### src/rtl/axis_arb_pkg.sv
// Shared constants and types for the AXI-Stream byte arbiter.
// Holds the FSM encoding, parameter defaults and lane slicing helper.
package axis_arb_pkg;

    typedef enum logic [0:0] {
        ARB_IDLE  = 1'b0,
        ARB_GRANT = 1'b1
    } arb_state_t;

    localparam int NUM_REQ_DEFAULT   = 4;
    localparam int LANE_BITS_DEFAULT = 8;
    localparam int TIMEOUT_DEFAULT   = 255;

    // Bit offset of lane idx inside a packed NUM_REQ*lane_bits bus.
    function automatic int lane_lsb(input int idx, input int lane_bits);
        return idx * lane_bits;
    endfunction

endpackage

### src/rtl/rr_priority_select.sv
// Combinational round-robin search: first asserted request at or after rr_ptr,
// wrapping modulo NUM_REQ.
module rr_priority_select #(
    parameter int NUM_REQ  = 4,
    parameter int IDX_BITS = $clog2(NUM_REQ)
) (
    input  logic [NUM_REQ-1:0]  req,
    input  logic [IDX_BITS-1:0] rr_ptr,
    output logic [IDX_BITS-1:0] idx,
    output logic                any_req
);

    localparam int SUM_BITS = IDX_BITS + 1;
    localparam logic [SUM_BITS-1:0] WRAP = SUM_BITS'(NUM_REQ);

    logic [SUM_BITS-1:0] cand;

    // Walk offsets from farthest to nearest so the nearest hit overwrites the rest.
    always_comb begin
        idx     = '0;
        any_req = 1'b0;
        cand    = '0;
        for (int off = NUM_REQ - 1; off >= 0; off--) begin
            cand = {1'b0, rr_ptr} + SUM_BITS'(off);
            if (cand >= WRAP) begin
                cand = cand - WRAP;
            end
            if (req[cand[IDX_BITS-1:0]]) begin
                idx     = cand[IDX_BITS-1:0];
                any_req = 1'b1;
            end
        end
    end

endmodule

### src/rtl/axis_byte_arbiter.sv
// Round-robin arbiter merging NUM_REQ byte streams into one AXI-Stream toward
// the UART transmitter, holding the grant for a whole message with idle timeout.
module axis_byte_arbiter
    import axis_arb_pkg::*;
#(
    parameter int NUM_REQ   = NUM_REQ_DEFAULT,
    parameter int DATA_BITS = LANE_BITS_DEFAULT,
    parameter int TIMEOUT   = TIMEOUT_DEFAULT
) (
    input  logic                         tb_dut_clk,
    input  logic                         tb_dut_rstn,
    input  logic [NUM_REQ*DATA_BITS-1:0] s_axis_tdata,
    input  logic [NUM_REQ-1:0]           s_axis_tvalid,
    input  logic [NUM_REQ-1:0]           s_axis_tlast,
    output logic [NUM_REQ-1:0]           s_axis_tready,
    output logic [DATA_BITS-1:0]         m_axis_tdata,
    output logic                         m_axis_tvalid,
    output logic                         m_axis_tlast,
    input  logic                         m_axis_tready,
    output logic [$clog2(NUM_REQ)-1:0]   m_axis_tdest,
    output logic                         timeout_pulse
);

    localparam int IDX_BITS = $clog2(NUM_REQ);
    localparam int CNT_BITS = $clog2(TIMEOUT + 1);
    localparam logic [IDX_BITS-1:0] LAST_IDX  = IDX_BITS'(NUM_REQ - 1);
    localparam logic [CNT_BITS-1:0] CNT_LIMIT = CNT_BITS'(TIMEOUT);

    arb_state_t state, next_state;

    logic [IDX_BITS-1:0]  grant, next_grant;
    logic [IDX_BITS-1:0]  rr_ptr, next_rr_ptr;
    logic [IDX_BITS-1:0]  sel_idx, grant_succ;
    logic [CNT_BITS-1:0]  idle_cnt, next_idle_cnt;
    logic                 sel_any;
    logic                 lane_valid, lane_last;
    logic [DATA_BITS-1:0] lane_data;
    logic                 beat_xfer, last_xfer, cnt_at_limit, force_release;

    rr_priority_select #(
        .NUM_REQ  (NUM_REQ),
        .IDX_BITS (IDX_BITS)
    ) u_rr_select (
        .req     (s_axis_tvalid),
        .rr_ptr  (rr_ptr),
        .idx     (sel_idx),
        .any_req (sel_any)
    );

    always_comb begin
        lane_valid   = s_axis_tvalid[grant];
        lane_last    = s_axis_tlast[grant];
        lane_data    = s_axis_tdata[lane_lsb(int'(grant), DATA_BITS) +: DATA_BITS];
        grant_succ   = (grant == LAST_IDX) ? '0 : grant + 1'b1;
        cnt_at_limit = (idle_cnt == CNT_LIMIT);
    end

    // A tlast beat in the timeout cycle wins, so the release is reported as normal.
    always_comb begin
        next_state    = state;
        next_grant    = grant;
        next_rr_ptr   = rr_ptr;
        next_idle_cnt = idle_cnt;
        s_axis_tready = '0;
        m_axis_tdata  = '0;
        m_axis_tvalid = 1'b0;
        m_axis_tlast  = 1'b0;
        timeout_pulse = 1'b0;
        beat_xfer     = 1'b0;
        last_xfer     = 1'b0;
        force_release = 1'b0;

        case (state)
            ARB_IDLE: begin
                next_idle_cnt = '0;
                if (sel_any) begin
                    next_state = ARB_GRANT;
                    next_grant = sel_idx;
                end
            end

            ARB_GRANT: begin
                m_axis_tdata         = lane_data;
                m_axis_tvalid        = lane_valid;
                m_axis_tlast         = lane_last;
                s_axis_tready[grant] = m_axis_tready;

                beat_xfer     = lane_valid & m_axis_tready;
                last_xfer     = beat_xfer & lane_last;
                force_release = cnt_at_limit & ~last_xfer;
                timeout_pulse = force_release;

                if (beat_xfer) begin
                    next_idle_cnt = '0;
                end else if (!lane_valid && !cnt_at_limit) begin
                    next_idle_cnt = idle_cnt + 1'b1;
                end

                if (last_xfer || force_release) begin
                    next_state  = ARB_IDLE;
                    next_rr_ptr = grant_succ;
                end
            end

            default: begin
                next_state = ARB_IDLE;
            end
        endcase
    end

    always_ff @(posedge tb_dut_clk or negedge tb_dut_rstn) begin
        if (!tb_dut_rstn) begin
            state    <= ARB_IDLE;
            grant    <= '0;
            rr_ptr   <= '0;
            idle_cnt <= '0;
        end else begin
            state    <= next_state;
            grant    <= next_grant;
            rr_ptr   <= next_rr_ptr;
            idle_cnt <= next_idle_cnt;
        end
    end

    assign m_axis_tdest = grant;

endmodule
### config.mk
export PLATFORM = sky130hd
export DESIGN_NAME = axis_byte_arbiter
export DESIGN_NICKNAME = d
export VERILOG_FILES = /design/src/rtl/axis_arb_pkg.sv /design/src/rtl/rr_priority_select.sv /design/src/rtl/axis_byte_arbiter.sv
export SDC_FILE = /design/constraint.sdc
export NUM_CORES = 1
export LEC_CHECK = 0
export ABC_AREA = 1
export CORE_UTILIZATION = 42
export CTS_CLUSTER_DIAMETER = 50
export DETAILED_ROUTE_END_ITERATION = 10
export PLACE_DENSITY_LB_ADDON = 0.2
export SETUP_SLACK_MARGIN = 0.1
export SYNTH_ARGS = -nofsm -noshare
export SYNTH_HDL_FRONTEND = slang
export SYNTH_SLANG_ARGS = --single-unit
### constraint.sdc
create_clock -name tb_dut_clk -period 1.8 [get_ports tb_dut_clk]
set_input_delay 0.27 -clock tb_dut_clk [delete_from_list [all_inputs] [get_ports tb_dut_clk]]
set_output_delay 0.27 -clock tb_dut_clk [all_outputs]
set_load 0.05 [all_outputs]
==> results of run 1 <==
timing repair:
| action | in CTS |
|---|---|
| setup endpoints to repair | 14 |
| pin swaps | 10 |
| setup buffers | 7 |
| hold buffers | 0 |
| cloned | 0 |
| gates resized for setup | 56 |
cells by family after synthesis:
family                     count (synthesis)
and+or+nand+nor                          131
buffers and inverters                     29
AOI/OAI and AO/OA                         37
adders and majority gates                  5
xor gates and xnor gates                   2
DFF                                       13
per-stage QoR:
step / util (%) / cell area [µm²] / worst slack (ns)
after floorplan: - / 1455 / 0.05924
after global placement: 78.77 / 2247 / 0.1023
after detailed placement: 78.77 / 2247 / 0.04397
after CTS: 87.32 / 2491 / -0.03146
==> out/results.txt, run 1 <==
The count of buffers added on input and output ports is 59. The cell type with the largest total area after synthesis was sky130_fd_sc_hd__dfrtp_1. Counting along the longest clock path gives a buffer depth of 2. For the detailed-placement wirelength estimate, the log shows 3112 µm. The number of sinks handled by clock tree synthesis is 13. The share of the Yosys chip area taken by registers is 24.95%. Die boundary height: 57.72 µm. Sorting the synthesized cells by area gives the leading types as sky130_fd_sc_hd__dfrtp_1, sky130_fd_sc_hd__nand2_1, sky130_fd_sc_hd__nor2_1. The number of enable flip-flop cells after synthesis was 0; the total standard cell area after synthesis was 1304 µm². The portion of synthesized cell area occupied by the leading cell type works out to 24.95%. In the global-route stage, repair_timing last flagged the worst endpoint as timeout_pulse. The number of instances in the synthesized netlist was 217. The compound-cell area share of the yosys netlist is 14.97%, and the count of distinct cell types in the synthesized netlist is 28. The share of synthesized registers carrying an async set or reset is 100.0%. Yosys printed 0 warnings. The tool reported: "[ERROR DPL-0038] Utilization greater than 100%, impossible to legalize". The type of pin the worst path ends at was a top-level output. The flow did not finish.

Effective utilization at floorplan: 45.70%. For the number of H-tree levels, the log shows 1. The last stage the flow got to was global routing (5_1_grt).

The die is 57.72 µm wide. The simple-gate share of the synthesized area came out at 44.63%. The root buffer cell is sky130_fd_sc_hd__clkbuf_4.

The commonest cells after synthesis are sky130_fd_sc_hd__nand2_1, sky130_fd_sc_hd__nor2_1, sky130_fd_sc_hd__o21ai_0. The number of top-level pins came out at 60. The logs give 3 for the number of buffers created by CTS and 19 for the largest net degree at the start of global routing. After Yosys synthesis, XOR and XNOR cells account for 1.344% of the synthesized area. The synthesized netlist devotes 4.798% of its cell area to adder and majority cells. Counting tap cells, the placed design contains a total of 308 instances. The dominant combinational cell family by area after synthesis was simple AND/OR/NAND/NOR gates. Synthesis inferred 13 register bits. For the floorplan row count, the log shows 19.

Mean post-synth cell area: 6.008 µm². When the netlist entered floorplanning its net count stood at 265. By instance count, the leading cell after synthesis is sky130_fd_sc_hd__nand2_1.

Placer's final routability congestion estimate: 0.8265. Multiplexer cells account for 0% of the synthesized area. The most used flip-flop cell after synthesis is sky130_fd_sc_hd__dfrtp_1.
==> inputs of run 2 (changes only) <==
--- a/config.mk
+++ b/config.mk
@@ -6,11 +6,9 @@
 export NUM_CORES = 1
 export LEC_CHECK = 0
 export ABC_AREA = 1
-export CORE_UTILIZATION = 42
-export CTS_CLUSTER_DIAMETER = 50
+export CORE_UTILIZATION = 31
 export DETAILED_ROUTE_END_ITERATION = 10
-export PLACE_DENSITY_LB_ADDON = 0.2
-export SETUP_SLACK_MARGIN = 0.1
+export PLACE_DENSITY_LB_ADDON = 0.15
 export SYNTH_ARGS = -nofsm -noshare
 export SYNTH_HDL_FRONTEND = slang
 export SYNTH_SLANG_ARGS = --single-unit
==> run 2 against run 1 <==
Against the previous run: the flow now finishes, with violations (setup timing); area after synthesis stayed put; synthesized cell count is the same.
==> out/results.txt, run 2 <==
The biggest area contributor in the post-synthesis netlist is sky130_fd_sc_hd__dfrtp_1. Pin placement for this block handled 60 I/O pins. The run gives 0.002380 ns as the largest clock skew in the final design. The largest net degree at the start of global routing is 16. The startpoint identified for the worst register-to-register timing path is idle_cnt[0]$_DFFE_PN0P_.

The routed design could run at a clock period as short as 1.817 ns. In this run, synthesis inferred 0 flip-flops with an integrated enable. The post-route netlist has 24.13% of its cells at a drive strength greater than 1.

In the final routed layout, each cell accounts on average for 12.26 µm. Dividing the detail-routed via count by the number of cells gives 4.729. The worst supply voltage drop on vdd is 0.001019 V, and the synthesis-to-finish area growth is 82.82%. At the worst endpoint, the required time is 1.53 ns. Summing every instance area after synthesis gives 1304 µm².

The logs give 75.85% for the relative max-transition margin and 1.038 nW for the leakage power figure. The wire-length estimate of the detail-placed layout is 3221 µm. After clock tree synthesis, the flow added hold-fix buffers numbering 0. After synthesis, the largest family of logic cells by area is simple AND/OR/NAND/NOR gates. Net switching is 51.63% of the power. Ranked by total cell area, the synthesized netlist is headed by sky130_fd_sc_hd__dfrtp_1, sky130_fd_sc_hd__nand2_1, sky130_fd_sc_hd__nor2_1. The count of endpoints failing setup in the final report is 1. Least setup slack across all paths after layout: -0.01696 ns. The cell at the slowest stage of the critical path was sky130_fd_sc_hd__dfrtp_1.

In the synthesized netlist, mux cells make up 0% of the area. The path class of the lowest-slack min-delay path was input pin to async pin. After detailed routing, the number of remaining DRC violations is 0. For the setup slack on the worst flop-to-flop path, the log shows 0.16 ns. Summing internal, switching and leakage power gives 0.003967 W.

The logs give 1 for the number of H-tree levels and 4469 µm² for the area of the die. At the end of routability-driven placement, the weighted congestion stood at 0.7954. The synthesized-area fraction occupied by adder cells is 4.798%. The transition time of the tightest slew-check pin was 0.3622 ns.

The type of destination of the critical path is an output port. The final critical path takes up 100.9% of the cycle. The synthesized netlist contains 28 unique library cells. The analysis attributes to net switching a power of 0.002048 W.

Combinational logic burns 80.9% of the power. The simple-gate share of the synthesized area works out to 44.63%. The clock passes through at most 2 buffers.

Portion of synthesized cell area occupied by the leading cell type: 24.95%. Static timing analysis puts the maximum clock frequency at 550.4 MHz. For the worst setup path, the data arrival time is 1.55 ns.

For this block, the via count after detailed routing is 1589. For this run, the detailed router's first-pass iteration total came to 4. The die boundary height is 66.85 µm, and the total of flip-flops plus latches after synthesis is 13.

Once detail routing completed, the nets flagged for antenna violations numbered 0. TritonCTS built the clock tree. sky130_fd_sc_hd__nand2_1 is the most common cell in the netlist. Summed over all layers, the global routing overflow is 0. Setup repair after global routing could not meet its margin everywhere. The worst setup path is of the register to output port kind.

The repair_antennas step left the layout with diodes totalling 0. The number of nets in the synthesized netlist is 265. The number of global-route vias before repair is 1548, and the power density over cell area is 1664 nW/µm². The combined global-route utilization of all metal layers is 20.57%, and the longest individual stage delay on the worst path is 0.36 ns. Max-cap check violation count: 0. Number of antenna violations at the first check in global routing: 0. A synthesized cell averages 6.008 µm².

Cell internal power was estimated by the tool at 0.001919 W. The run finished, with violations left. Traced cell by cell, the critical path runs through ha_2 -> nand2_2 -> nor2_2 -> nand2_2 -> nor2_4 -> nand3_4 -> nor2_4 -> buf_12. The count of endpoints failing hold in the final timing report came out at 0.

In this run the worst path has a maximum fanout of 3. The run gives 13 as the number of sinks handled by clock tree synthesis. In this run, the number of DRC markers left after iteration 0 of detailed routing was 95.

For the sequential fraction of the synthesis area, the log shows 24.95%. After routing the design area is 2384 µm². More flip-flops sit in one register than any other, and that register is idle_cnt. The final-report max-slew violation count was 0.

The later pin in the worst-skew pair is clocked with a latency of 0.24 ns. The library cell used most frequently in the layout, excluding fill and tap cells, is sky130_fd_sc_hd__nand2_1. The compound-cell area share of the yosys netlist is 14.97%, and the share of synthesized registers carrying an async set or reset is 100.0%. For this block, the routed nets add up to 4120 µm of wire. After detailed placement, the total cell area comes to 2270 µm².

The first global-routing pass estimated 7010 µm of wire. The post-CTS clock slew at the launch and capture registers of the worst setup and hold paths came out at 0.06 ns. The number of warnings reported in the yosys synthesis log is 0, and the number of instances in the synthesized netlist is 217.

In this run, the clock network consumes 6.7% of the power. The capture point of the worst reg-to-reg path was idle_cnt[2]$_DFFE_PN0P_. The area share of xor/xnor cells in the synthesized design is 1.344%, and the share of total power in sequential cells is 12.3%. The root buffer cell was sky130_fd_sc_hd__clkbuf_8. The core region is 4029 µm². After synthesis, the most frequently instantiated cells are sky130_fd_sc_hd__nand2_1, sky130_fd_sc_hd__nor2_1, sky130_fd_sc_hd__o21ai_0.

Worst hold margin: 0.3326 ns. After routing, the total negative slack on setup checks comes to -0.01696 ns. The nature of the critical path startpoint was a register. The layout has 382 filler cells. The run gives 335 as the net count of the finished layout.

The checks that failed: setup timing. Once the floorplan was initialized, standard cells occupied 32.36% of the core. The worst register-to-register path has a depth of 12. The register with the most flip-flops in the layout has 8 of them.

The run gives 23 as the floorplan row count. For this run, the leading register cell type out of synthesis is sky130_fd_sc_hd__dfrtp_1. During placement, the flow inserted port buffers numbering 59. TritonCTS created 3 clock buffers.

The top cell types in the final layout, fill and taps aside, are sky130_fd_sc_hd__nand2_1, sky130_fd_sc_hd__clkdlybuf4s50_1, sky130_fd_sc_hd__nor2_1. In this run the horizontal extent of the chip is 66.85 µm.
## run 2: cell counts after synthesis
No cell type changed its count.
## run 2: area by class of cell
type,count,area (µm²),share of cell area (%)
Clock buffer,4,45.04,1.890
Sequential cell,13,327.8,13.75
Multi-Input combinational cell,175,1003,42.10
Tap cell,50,62.56,2.625
Inverter,21,83.83,3.517
Timing Repair Buffer,73,860.8,36.12
## run 2: repair_timing
action	CTS	global route
pin swaps	1	4
buffers inserted	4	1
setup endpoints to repair	9	10
gates resized for setup	8	12
## run 2: through the flow
step           worst slack (ns)  std cells  utilization, %
2_1_floorplan           0.01180        217               -
3_3_place_gp            0.07181        327           56.34
3_5_place_dp            0.06001        327           56.34
4_1_cts                -0.02511        335           58.63
5_1_grt                -0.09248        336           59.16
6_report               -0.01696        336           59.16
## run 2: worst max path at each step
stage | from | endpoint | slack (ns)
final | idle_cnt[0]$_DFFE_PN0P_ | timeout_pulse | -0.02
after global routing | idle_cnt[0]$_DFFE_PN0P_ | timeout_pulse | -0.09
after CTS | idle_cnt[0]$_DFFE_PN0P_ | timeout_pulse | -0.03
after detailed placement | s_axis_tvalid[0] | timeout_pulse | 0.06
after global placement | s_axis_tvalid[0] | timeout_pulse | 0.07
after floorplan | m_axis_tdest[0]$_DFFE_PN0P_ | m_axis_tdata[0] | 0.01
## run 2: metal layers
metal  wire (µm)  track usage [%]  up-vias
met5           0                0        -
met4          53            3.191        0
li1            -                -      836
met3         120            3.253        6
met1        1909            25.62      714
met2        2038            37.25       33
## run 2: worst max-delay path, delay by kind of cell (launching register included)
family                   cells  cell delay [ns]
adder cells (fa/ha/maj)      1             0.20
buffers and inverters        1             0.14
AND/OR/NAND/NOR              6             0.60
flip-flops                   1             0.36
## run 2: power groups by stage
stage | Clock (W) | Sequential (W) | Combinational [W]
floorplan | 0 | 0.000497 | 0.00191
global placement | 0 | 0.000491 | 0.00312
detailed placement | 0 | 0.000488 | 0.00314
CTS | 0.000280 | 0.000480 | 0.00321
global route | 0.000288 | 0.000503 | 0.00345
finish | 0.000267 | 0.000489 | 0.00321
## run 2: kinds of logic after synthesis
| logic type | Yosys count |
|---|---|
| compound gates | 37 |
| fa+ha+maj | 5 |
| flops | 13 |
| buf+inv | 29 |
| xor+xnor | 2 |
| simple gates | 131 |
No activity file was read; power rests on OpenSTA's default activity.
